--- config.mk ---
export PLATFORM = sky130hd
export DESIGN_NAME = spmv_csr_fetch_flat
export DESIGN_NICKNAME = d
export VERILOG_FILES = /design/src/rtl/spmv_csr_fetch_pkg.sv /design/src/rtl/spmv_csr_fetch_if.sv /design/src/rtl/spmv_csr_fetch_rowptr_loader.sv /design/src/rtl/spmv_csr_fetch.sv /design/src/flat_wrapper.sv
export SDC_FILE = /design/constraint.sdc
export NUM_CORES = 1
export LEC_CHECK = 0
export CAP_MARGIN = 0
export CORE_UTILIZATION = 49
export DETAILED_ROUTE_END_ITERATION = 8
export GPL_TIMING_DRIVEN = 0
export PLACE_DENSITY_LB_ADDON = 0.25
export SLEW_MARGIN = 20
export SYNTH_ARGS = -nofsm -noshare
export SYNTH_HDL_FRONTEND = slang
export SYNTH_SLANG_ARGS = --single-unit
--- constraint.sdc ---
create_clock -name i_clk -period 5.5 [get_ports i_clk]
set_clock_uncertainty 0.1 [all_clocks]
set_input_delay 1.1 -clock i_clk [delete_from_list [all_inputs] [get_ports i_clk]]
set_output_delay 1.1 -clock i_clk [all_outputs]
set_load 0.005 [all_outputs]
--- src/rtl/spmv_csr_fetch_pkg.sv ---
// spmv_pkg: shared constants and the fetcher state encoding for the
// SpMV CSR operand fetcher (spmv_csr_fetch) and its row_ptr loader.
//   N_ROWS      matrix rows
//   DW          fp16 data width (value and vector element)
//   IW          nonzero index / row_ptr entry width
//   CW          column index width
//   RP_ENTRIES  row_ptr entries (N_ROWS+1)
//   RP_AW       row_ptr address / sequencing counter width
package spmv_pkg;

  localparam int N_ROWS     = 16;
  localparam int DW         = 16;
  localparam int IW         = 8;
  localparam int CW         = 4;
  localparam int RP_ENTRIES = N_ROWS + 1;
  localparam int RP_AW      = $clog2(RP_ENTRIES);

  typedef enum logic [2:0] {
    IDLE     = 3'd0,
    RP_RD    = 3'd1,
    NZ_RD    = 3'd2,
    NZ_WAIT  = 3'd3,
    VEC_WAIT = 3'd4,
    PRESENT  = 3'd5,
    DONE     = 3'd6
  } state_t;

endpackage

--- src/rtl/spmv_csr_fetch_if.sv ---
// spmv_csr_fetch_if: operand-pair stream from the fetcher to the SpMV core.
//   valid   pair valid (source)
//   ready   core accepts the pair (sink)
//   data_a  nonzero value val[k]
//   data_b  vector element x[col[k]]
//   count   nonzero index k
// Modports: master = fetcher side, slave = core side.
interface spmv_csr_fetch_if;
  import spmv_pkg::*;

  logic          valid;
  logic          ready;
  logic [DW-1:0] data_a;
  logic [DW-1:0] data_b;
  logic [IW-1:0] count;

  modport master (output valid, output data_a, output data_b, output count, input ready);
  modport slave  (input valid, input data_a, input data_b, input count, output ready);

endinterface

--- src/rtl/spmv_csr_fetch_rowptr_loader.sv ---
// spmv_rowptr_loader: reads the RP_ENTRIES row_ptr words from a memory with
// one cycle of read latency and packs them into one register.
//   i_clk, i_rstn  clock, asynchronous active-low reset
//   start          begin a load (one-cycle pulse)
//   rp_en/rp_addr  row_ptr memory read port
//   rp_data        row_ptr read data (one cycle after rp_en)
//   row_ptr        packed row_ptr, entry i at [i*IW +: IW]; held between loads
//   done           one-cycle pulse in the final sequencing cycle, the same
//                  cycle the last entry is on rp_data
module spmv_rowptr_loader
  import spmv_pkg::*;
(
  input  logic                       i_clk,
  input  logic                       i_rstn,
  input  logic                       start,
  output logic                       rp_en,
  output logic [RP_AW-1:0]           rp_addr,
  input  logic [IW-1:0]              rp_data,
  output logic [IW*RP_ENTRIES-1:0]   row_ptr,
  output logic                       done
);

  localparam logic [RP_AW-1:0] J_LAST = RP_AW'(RP_ENTRIES);

  logic             active;
  logic [RP_AW-1:0] j;

  // j runs 0..RP_ENTRIES: reads issue for j < RP_ENTRIES, the word read at
  // j-1 is captured at j, so the sequence is one cycle longer than the reads.
  assign rp_en   = active && (j < J_LAST);
  assign rp_addr = rp_en ? j : '0;
  assign done    = active && (j == J_LAST);

  always_ff @(posedge i_clk or negedge i_rstn) begin
    if (!i_rstn) begin
      active  <= 1'b0;
      j       <= '0;
      row_ptr <= '0;
    end else begin
      if (start) begin
        active <= 1'b1;
        j      <= '0;
      end else if (active) begin
        if (j == J_LAST) active <= 1'b0;
        j <= j + 1'b1;
      end
      if (active && (j != '0))
        row_ptr[(int'(j) - 1) * IW +: IW] <= rp_data;
    end
  end

endmodule

--- src/rtl/spmv_csr_fetch.sv ---
// spmv_csr_fetch: upstream feeder for the SpMV compute core.
// On i_start it loads row_ptr, then for each nonzero k reads val[k]/col[k],
// reads x[col[k]] and presents {val, x, k} on the op stream; o_done pulses
// after the last pair is accepted (or right after the load for nnz = 0).
// Ports:
//   i_clk, i_rstn          clock, asynchronous active-low reset
//   i_start                start pulse, ignored while busy
//   o_busy, o_done         status
//   o_rp_*/i_rp_data       row_ptr memory port (1-cycle latency)
//   o_nz_*/i_val/i_col     value/column memory port (1-cycle latency)
//   o_vec_*/i_vec_data     vector memory port (1-cycle latency)
//   op                     operand-pair stream (spmv_csr_fetch_if.master)
//   o_row_ptr              packed row_ptr
//   o_stall_cnt            present only with `define SPMV_FETCH_STALL_CNT_EN:
//                          cycles with valid && !ready, saturating
module spmv_csr_fetch
  import spmv_pkg::*;
(
  input  logic                      i_clk,
  input  logic                      i_rstn,
  input  logic                      i_start,
  output logic                      o_busy,
  output logic                      o_done,
  output logic [RP_AW-1:0]          o_rp_addr,
  output logic                      o_rp_en,
  input  logic [IW-1:0]             i_rp_data,
  output logic [IW-1:0]             o_nz_addr,
  output logic                      o_nz_en,
  input  logic [DW-1:0]             i_val_data,
  input  logic [CW-1:0]             i_col_data,
  output logic [CW-1:0]             o_vec_addr,
  output logic                      o_vec_en,
  input  logic [DW-1:0]             i_vec_data,
  spmv_csr_fetch_if.master          op,
  output logic [IW*RP_ENTRIES-1:0]  o_row_ptr
`ifdef SPMV_FETCH_STALL_CNT_EN
  ,
  output logic [15:0]               o_stall_cnt
`endif
);

  state_t        state;
  logic [IW-1:0] k;
  logic [IW-1:0] nnz_last;
  logic          ld_start;
  logic          ld_done;
  logic          valid;
  logic [DW-1:0] data_a;
  logic [DW-1:0] data_b;
  logic [IW-1:0] count;

  assign ld_start = (state == IDLE) && i_start;
  // Only meaningful once nnz > 0, which is the only case that reaches PRESENT.
  assign nnz_last = o_row_ptr[N_ROWS*IW +: IW] - 1'b1;

  spmv_rowptr_loader u_loader (
    .i_clk   (i_clk),
    .i_rstn  (i_rstn),
    .start   (ld_start),
    .rp_en   (o_rp_en),
    .rp_addr (o_rp_addr),
    .rp_data (i_rp_data),
    .row_ptr (o_row_ptr),
    .done    (ld_done)
  );

  // The vector address is the column word arriving this cycle, so this read
  // port cannot be registered without adding a cycle per element.
  assign o_vec_en   = (state == NZ_WAIT);
  assign o_vec_addr = o_vec_en ? i_col_data : '0;

  assign op.valid  = valid;
  assign op.data_a = data_a;
  assign op.data_b = data_b;
  assign op.count  = count;

  always_ff @(posedge i_clk or negedge i_rstn) begin
    if (!i_rstn) begin
      state     <= IDLE;
      k         <= '0;
      o_busy    <= 1'b0;
      o_done    <= 1'b0;
      o_nz_en   <= 1'b0;
      o_nz_addr <= '0;
      valid     <= 1'b0;
      data_a    <= '0;
      data_b    <= '0;
      count     <= '0;
    end else begin
      o_done  <= 1'b0;
      o_nz_en <= 1'b0;
      case (state)
        IDLE: begin
          if (i_start) begin
            state  <= RP_RD;
            k      <= '0;
            o_busy <= 1'b1;
          end
        end
        RP_RD: begin
          // Entry 16 (nnz) is on i_rp_data in the loader's last cycle.
          if (ld_done) begin
            if (i_rp_data == '0) begin
              state  <= DONE;
              o_done <= 1'b1;
            end else begin
              state     <= NZ_RD;
              o_nz_en   <= 1'b1;
              o_nz_addr <= k;
            end
          end
        end
        NZ_RD: state <= NZ_WAIT;
        NZ_WAIT: begin
          data_a <= i_val_data;
          state  <= VEC_WAIT;
        end
        VEC_WAIT: begin
          data_b <= i_vec_data;
          count  <= k;
          valid  <= 1'b1;
          state  <= PRESENT;
        end
        PRESENT: begin
          if (op.ready) begin
            valid <= 1'b0;
            if (k == nnz_last) begin
              state  <= DONE;
              o_done <= 1'b1;
            end else begin
              k         <= k + 1'b1;
              o_nz_en   <= 1'b1;
              o_nz_addr <= k + 1'b1;
              state     <= NZ_RD;
            end
          end
        end
        DONE: begin
          o_busy <= 1'b0;
          state  <= IDLE;
        end
        default: state <= IDLE;
      endcase
    end
  end

`ifdef SPMV_FETCH_STALL_CNT_EN
  always_ff @(posedge i_clk or negedge i_rstn) begin
    if (!i_rstn) begin
      o_stall_cnt <= '0;
    end else if (ld_start) begin
      o_stall_cnt <= '0;
    end else if (valid && !op.ready && (o_stall_cnt != 16'hFFFF)) begin
      o_stall_cnt <= o_stall_cnt + 16'd1;
    end
  end
`endif

endmodule

--- src/flat_wrapper.sv ---
// flat-port wrapper written by rule: the top's interface ports become plain ports
module spmv_csr_fetch_flat import spmv_pkg::*;
  (i_clk, i_rstn, i_start, o_busy, o_done, o_rp_addr, o_rp_en, i_rp_data, o_nz_addr, o_nz_en, i_val_data, i_col_data, o_vec_addr, o_vec_en, i_vec_data, o_row_ptr, op_valid, op_data_a, op_data_b, op_count, op_ready);
  spmv_csr_fetch_if op_i ();
  input  logic i_clk;
  input  logic i_rstn;
  input  logic i_start;
  output logic o_busy;
  output logic o_done;
  output logic [RP_AW-1:0] o_rp_addr;
  output logic o_rp_en;
  input  logic [IW-1:0] i_rp_data;
  output logic [IW-1:0] o_nz_addr;
  output logic o_nz_en;
  input  logic [DW-1:0] i_val_data;
  input  logic [CW-1:0] i_col_data;
  output logic [CW-1:0] o_vec_addr;
  output logic o_vec_en;
  input  logic [DW-1:0] i_vec_data;
  output logic [IW*RP_ENTRIES-1:0] o_row_ptr;
  output wire logic [$bits(op_i.valid)-1:0] op_valid;
  output wire logic [$bits(op_i.data_a)-1:0] op_data_a;
  output wire logic [$bits(op_i.data_b)-1:0] op_data_b;
  output wire logic [$bits(op_i.count)-1:0] op_count;
  input wire logic [$bits(op_i.ready)-1:0] op_ready;
  assign op_valid = op_i.valid;
  assign op_data_a = op_i.data_a;
  assign op_data_b = op_i.data_b;
  assign op_count = op_i.count;
  assign op_i.ready = op_ready;
  spmv_csr_fetch u_core (.i_clk(i_clk), .i_rstn(i_rstn), .i_start(i_start), .o_busy(o_busy), .o_done(o_done), .o_rp_addr(o_rp_addr), .o_rp_en(o_rp_en), .i_rp_data(i_rp_data), .o_nz_addr(o_nz_addr), .o_nz_en(o_nz_en), .i_val_data(i_val_data), .i_col_data(i_col_data), .o_vec_addr(o_vec_addr), .o_vec_en(o_vec_en), .i_vec_data(i_vec_data), .op(op_i), .o_row_ptr(o_row_ptr));
endmodule
==> impl_metrics.json <==
{
  "period_share_pct": 84.79,
  "dpl.hpwl_mm": 17.58,
  "drt_wl_total_mm": 24.65,
  "instances_no_fill": 1335,
  "p_leak_nw": 6.020,
  "synth_seq_cells": 205,
  "slew_viol_final": 0,
  "finalSetupViolCount": 0,
  "placed_cells": 1295,
  "ir_drop_mv": 0.2529,
  "area_growth_syn_to_layout_pct": 37.98,
  "rsz0062_at_grt": "no",
  "grtUsageMet3_pct": 7.932,
  "rows": 50,
  "grt-busiest-layer": "met2",
  "power_density_nw_per_um2": 430.0,
  "status": "finished, final reports clean",
  "clk_latency_ns": 0.50,
  "syn_inst": 813,
  "grt_overflow_total": 0,
  "clock.fmax_mhz": 214.4,
  "swShare_pct": 35.91,
  "cts_setup_buffers": 0,
  "cts_buffers": 23,
  "synthFlopType": "dfrtp_1",
  "cap_viol_max_count": 0,
  "place.gp.congestion": 0.8583,
  "holdBufCountCts": 0,
  "seqPwrFrac_pct": 33.4,
  "die-width_um": 140.2,
  "min_path_type": "input pin to asynchronous set/reset pin",
  "intPower_mw": 3.560,
  "cts_resized": 0,
  "core_area_um2": 18710,
  "groute.usage.overall_pct": 25.39,
  "dr.pass1.iters": 4,
  "drc": 0,
  "seq_area_frac_synth_pct": 54.81,
  "met1_usage_pct": 31.26,
  "vias": 7210,
  "nNetsFinal": 1148,
  "die_area_um2": 19660,
  "synthArstFlopShare_pct": 100.0,
  "synth-edff-count": 0,
  "grt_pass1_wl_mm": 39.03,
  "netlist_area_um2": 9360,
  "dieHeight_um": 140.2,
  "cts.clk_slew.worst_paths_ns": 0.06,
  "initial_core_util_pct": 50.04,
  "syn_area_per_cell_um2": 11.51,
  "tightest_slew_ns": 0.9097,
  "finalCriticalPeriod_ns": 4.664,
  "ys_types": 58,
  "port_buffers": 246,
  "numClockSinks": 205,
  "path_class": "flop to flop",
  "clk_path_buf_depth": 3,
  "combPwrFrac_pct": 39.9,
  "worst_ep_arrival_time_ns": 4.95,
  "use_met2_pct": 41.39,
  "cp_max_fo": 10,
  "slew_headroom_pct": 39.15,
  "drive_above_1_share_pct": 19.26,
  "startpoint_type": "flop",
  "cts_root_buffer": "clkbuf_16",
  "synth_nets": 875,
  "cts_tree": "done",
  "p_switching_mw": 1.994,
  "hold_viol": 0,
  "wl_per_cell_um": 18.47,
  "grt_pass1_vias": 7180,
  "worstPathRequired_ns": 5.79,
  "yosys_warnings": 0,
  "htreeDepth": 1,
  "io_pins": 247,
  "n_antenna_cell": 0,
  "finish.utilization_pct": 69.04,
  "ant_nets": 0,
  "antenna_found_initial": 0,
  "drt_iter0_markers": 273,
  "cp-end-kind": "flop",
  "grt_max_degree": 101,
  "total_power_mw": 5.554,
  "via_per_inst": 5.401,
  "clkPwrFrac_pct": 26.8
}
placed cells by master, fill, tap and decap left out, drive strengths merged, types with 6 or more instances in the layout:
master           n
nor2b            6
nor2            96
inv             29
dfrtp          205
and2            10
nand3           24
xnor2           12
clkbuf          56
clkdlybuf4s50  245
nand4            7
nand2          103
ha              14
mux2           159
nor3             7
and3             8
buf             10
xor2            12
o21ai           29
power by group through the flow:
| stage | sequential [mW] | clock [mW] | combinational [mW] |
|---|---|---|---|
| after global placement | 1.87 | 0 | 2.16 |
| after floorplan | 1.88 | 0 | 1.24 |
| final | 1.85 | 1.49 | 2.21 |
| after detailed placement | 1.88 | 0 | 2.21 |
| after global routing | 1.88 | 1.58 | 2.42 |
| after CTS | 1.85 | 1.52 | 2.22 |
kinds of logic (layout without fill, tap and decap cells):
logic type      after synthesis  after routing  synth area share, %
fa+ha+maj                    14             14                1.871
simple gates                287            287                14.06
compound gates               65             65                4.893
buf+inv                      56            344                2.353
mux                         162            162                19.77
xor+xnor                     24             24                2.246
flops                       205            205                54.81
layer usage:
layer,routed length [um],up-vias
met5,0,-
met3,1924,65
met4,1105,0
li1,-,3347
met2,11560,221
met1,10060,3577
final timing paths:
kind	slack, ns	start	endpoint	cells after the start
setup / recovery	0.84	u_core.u_loader.j[0]$_DFFE_PN0P_	u_core.u_loader.row_ptr[29]$_DFFE_PN0P_	16
hold reg to reg	0.37	u_core.op.data_a[0]$_DFFE_PN0P_	u_core.op.data_a[0]$_DFFE_PN0P_	2
setup reg to reg	0.84	u_core.u_loader.j[0]$_DFFE_PN0P_	u_core.u_loader.row_ptr[29]$_DFFE_PN0P_	16
hold / removal	0.31	i_rstn	u_core.u_loader.row_ptr[99]$_DFFE_PN0P_	1
min in group i_clk	0.37	u_core.op.data_a[0]$_DFFE_PN0P_	u_core.op.data_a[0]$_DFFE_PN0P_	2
max in group asynchronous	4.28	i_rstn	u_core.u_loader.row_ptr[72]$_DFFE_PN0P_	2
stage by stage:
stage          setup WS (ns)  cell area [um2]  hold slack, ns  TNS [ns]
3_3_place_gp          -5.451            12120          0.3577  -1113.83
3_5_place_dp          0.9108            12180          0.3608         0
2_1_floorplan          1.693             9360          0.3697         0
6_report              0.8363            12910          0.3063         0
4_1_cts               0.8982            12910          0.2852         0
5_1_grt               0.3327            12910          0.2990         0
cell type report:
type | count | area, um2
fill | 1378 | 5791
sequential | 205 | 5130
multi-input combinational | 552 | 4010
timing repair buffer | 248 | 2522
clock buffer | 34 | 676.9
tap | 234 | 292.8
buffer | 29 | 118.9
inverter | 27 | 101.3
clock inverter | 6 | 62.56
registers in the layout (all words and copies together), names as in the netlist:
| name | count |
|---|---|
| u_core.o_nz_addr | 8 |
| u_core.op.data_b | 16 |
| u_core.op.count | 8 |
| u_core.op.data_a | 16 |
| u_core.o_done | 1 |
| u_core.o_nz_en | 1 |
| u_core.u_loader.row_ptr | 136 |
| u_core.u_loader.j | 5 |
| u_core.k | 8 |
| u_core.u_loader.active | 1 |
| u_core.state | 3 |
| u_core.op.valid | 1 |
| u_core.o_busy | 1 |
cell usage after synthesis (2+ instances only):
| master | count | area (um2) |
|---|---|---|
| and2_1 | 10 | 62.56 |
| or4_1 | 2 | 15.01 |
| o22ai_1 | 5 | 31.28 |
| and3_1 | 8 | 50.05 |
| a21oi_1 | 4 | 20.02 |
| mux2_2 | 149 | 1678 |
| nand4_1 | 7 | 43.79 |
| mux2i_1 | 2 | 20.02 |
| buf_2 | 2 | 10.01 |
| or2_2 | 2 | 12.51 |
| nor2b_1 | 6 | 37.54 |
| inv_1 | 26 | 97.59 |
| nor4_1 | 4 | 25.02 |
| ha_1 | 14 | 175.2 |
| a21o_1 | 2 | 15.01 |
| clkbuf_1 | 22 | 82.58 |
| mux2_1 | 3 | 33.78 |
| o21ai_0 | 29 | 145.1 |
| or3_1 | 2 | 12.51 |
| xnor2_1 | 12 | 105.1 |
| o211ai_1 | 2 | 15.01 |
| nand2_1 | 103 | 386.6 |
| nand2b_1 | 4 | 25.02 |
| dfrtp_1 | 205 | 5130 |
| xor2_1 | 12 | 105.1 |
| nor3b_2 | 4 | 50.05 |
| o31ai_1 | 4 | 30.03 |
| nand3b_1 | 3 | 22.52 |
| nor2_1 | 96 | 360.4 |
| nor3_1 | 7 | 35.03 |
| mux2_4 | 7 | 105.1 |
| nand3_1 | 24 | 120.1 |
| buf_1 | 4 | 15.01 |
| a31oi_1 | 3 | 18.77 |
critical path: stages, from the launching register on:
cell	delay, ns
dfrtp_1	0.41
clkbuf_1	0.30
inv_1	0.15
ha_1	0.27
clkbuf_1	0.22
nor2_1	0.13
nand3_1	0.08
a21oi_1	0.40
nand2_1	0.14
inv_1	0.08
ha_1	0.28
nand4b_1	0.19
a2bb2o_1	0.29
o2111ai_1	0.20
nor3_1	0.46
nand3_1	0.43
mux2_2	0.40
Note: power is estimated with default switching activity, not from simulation.
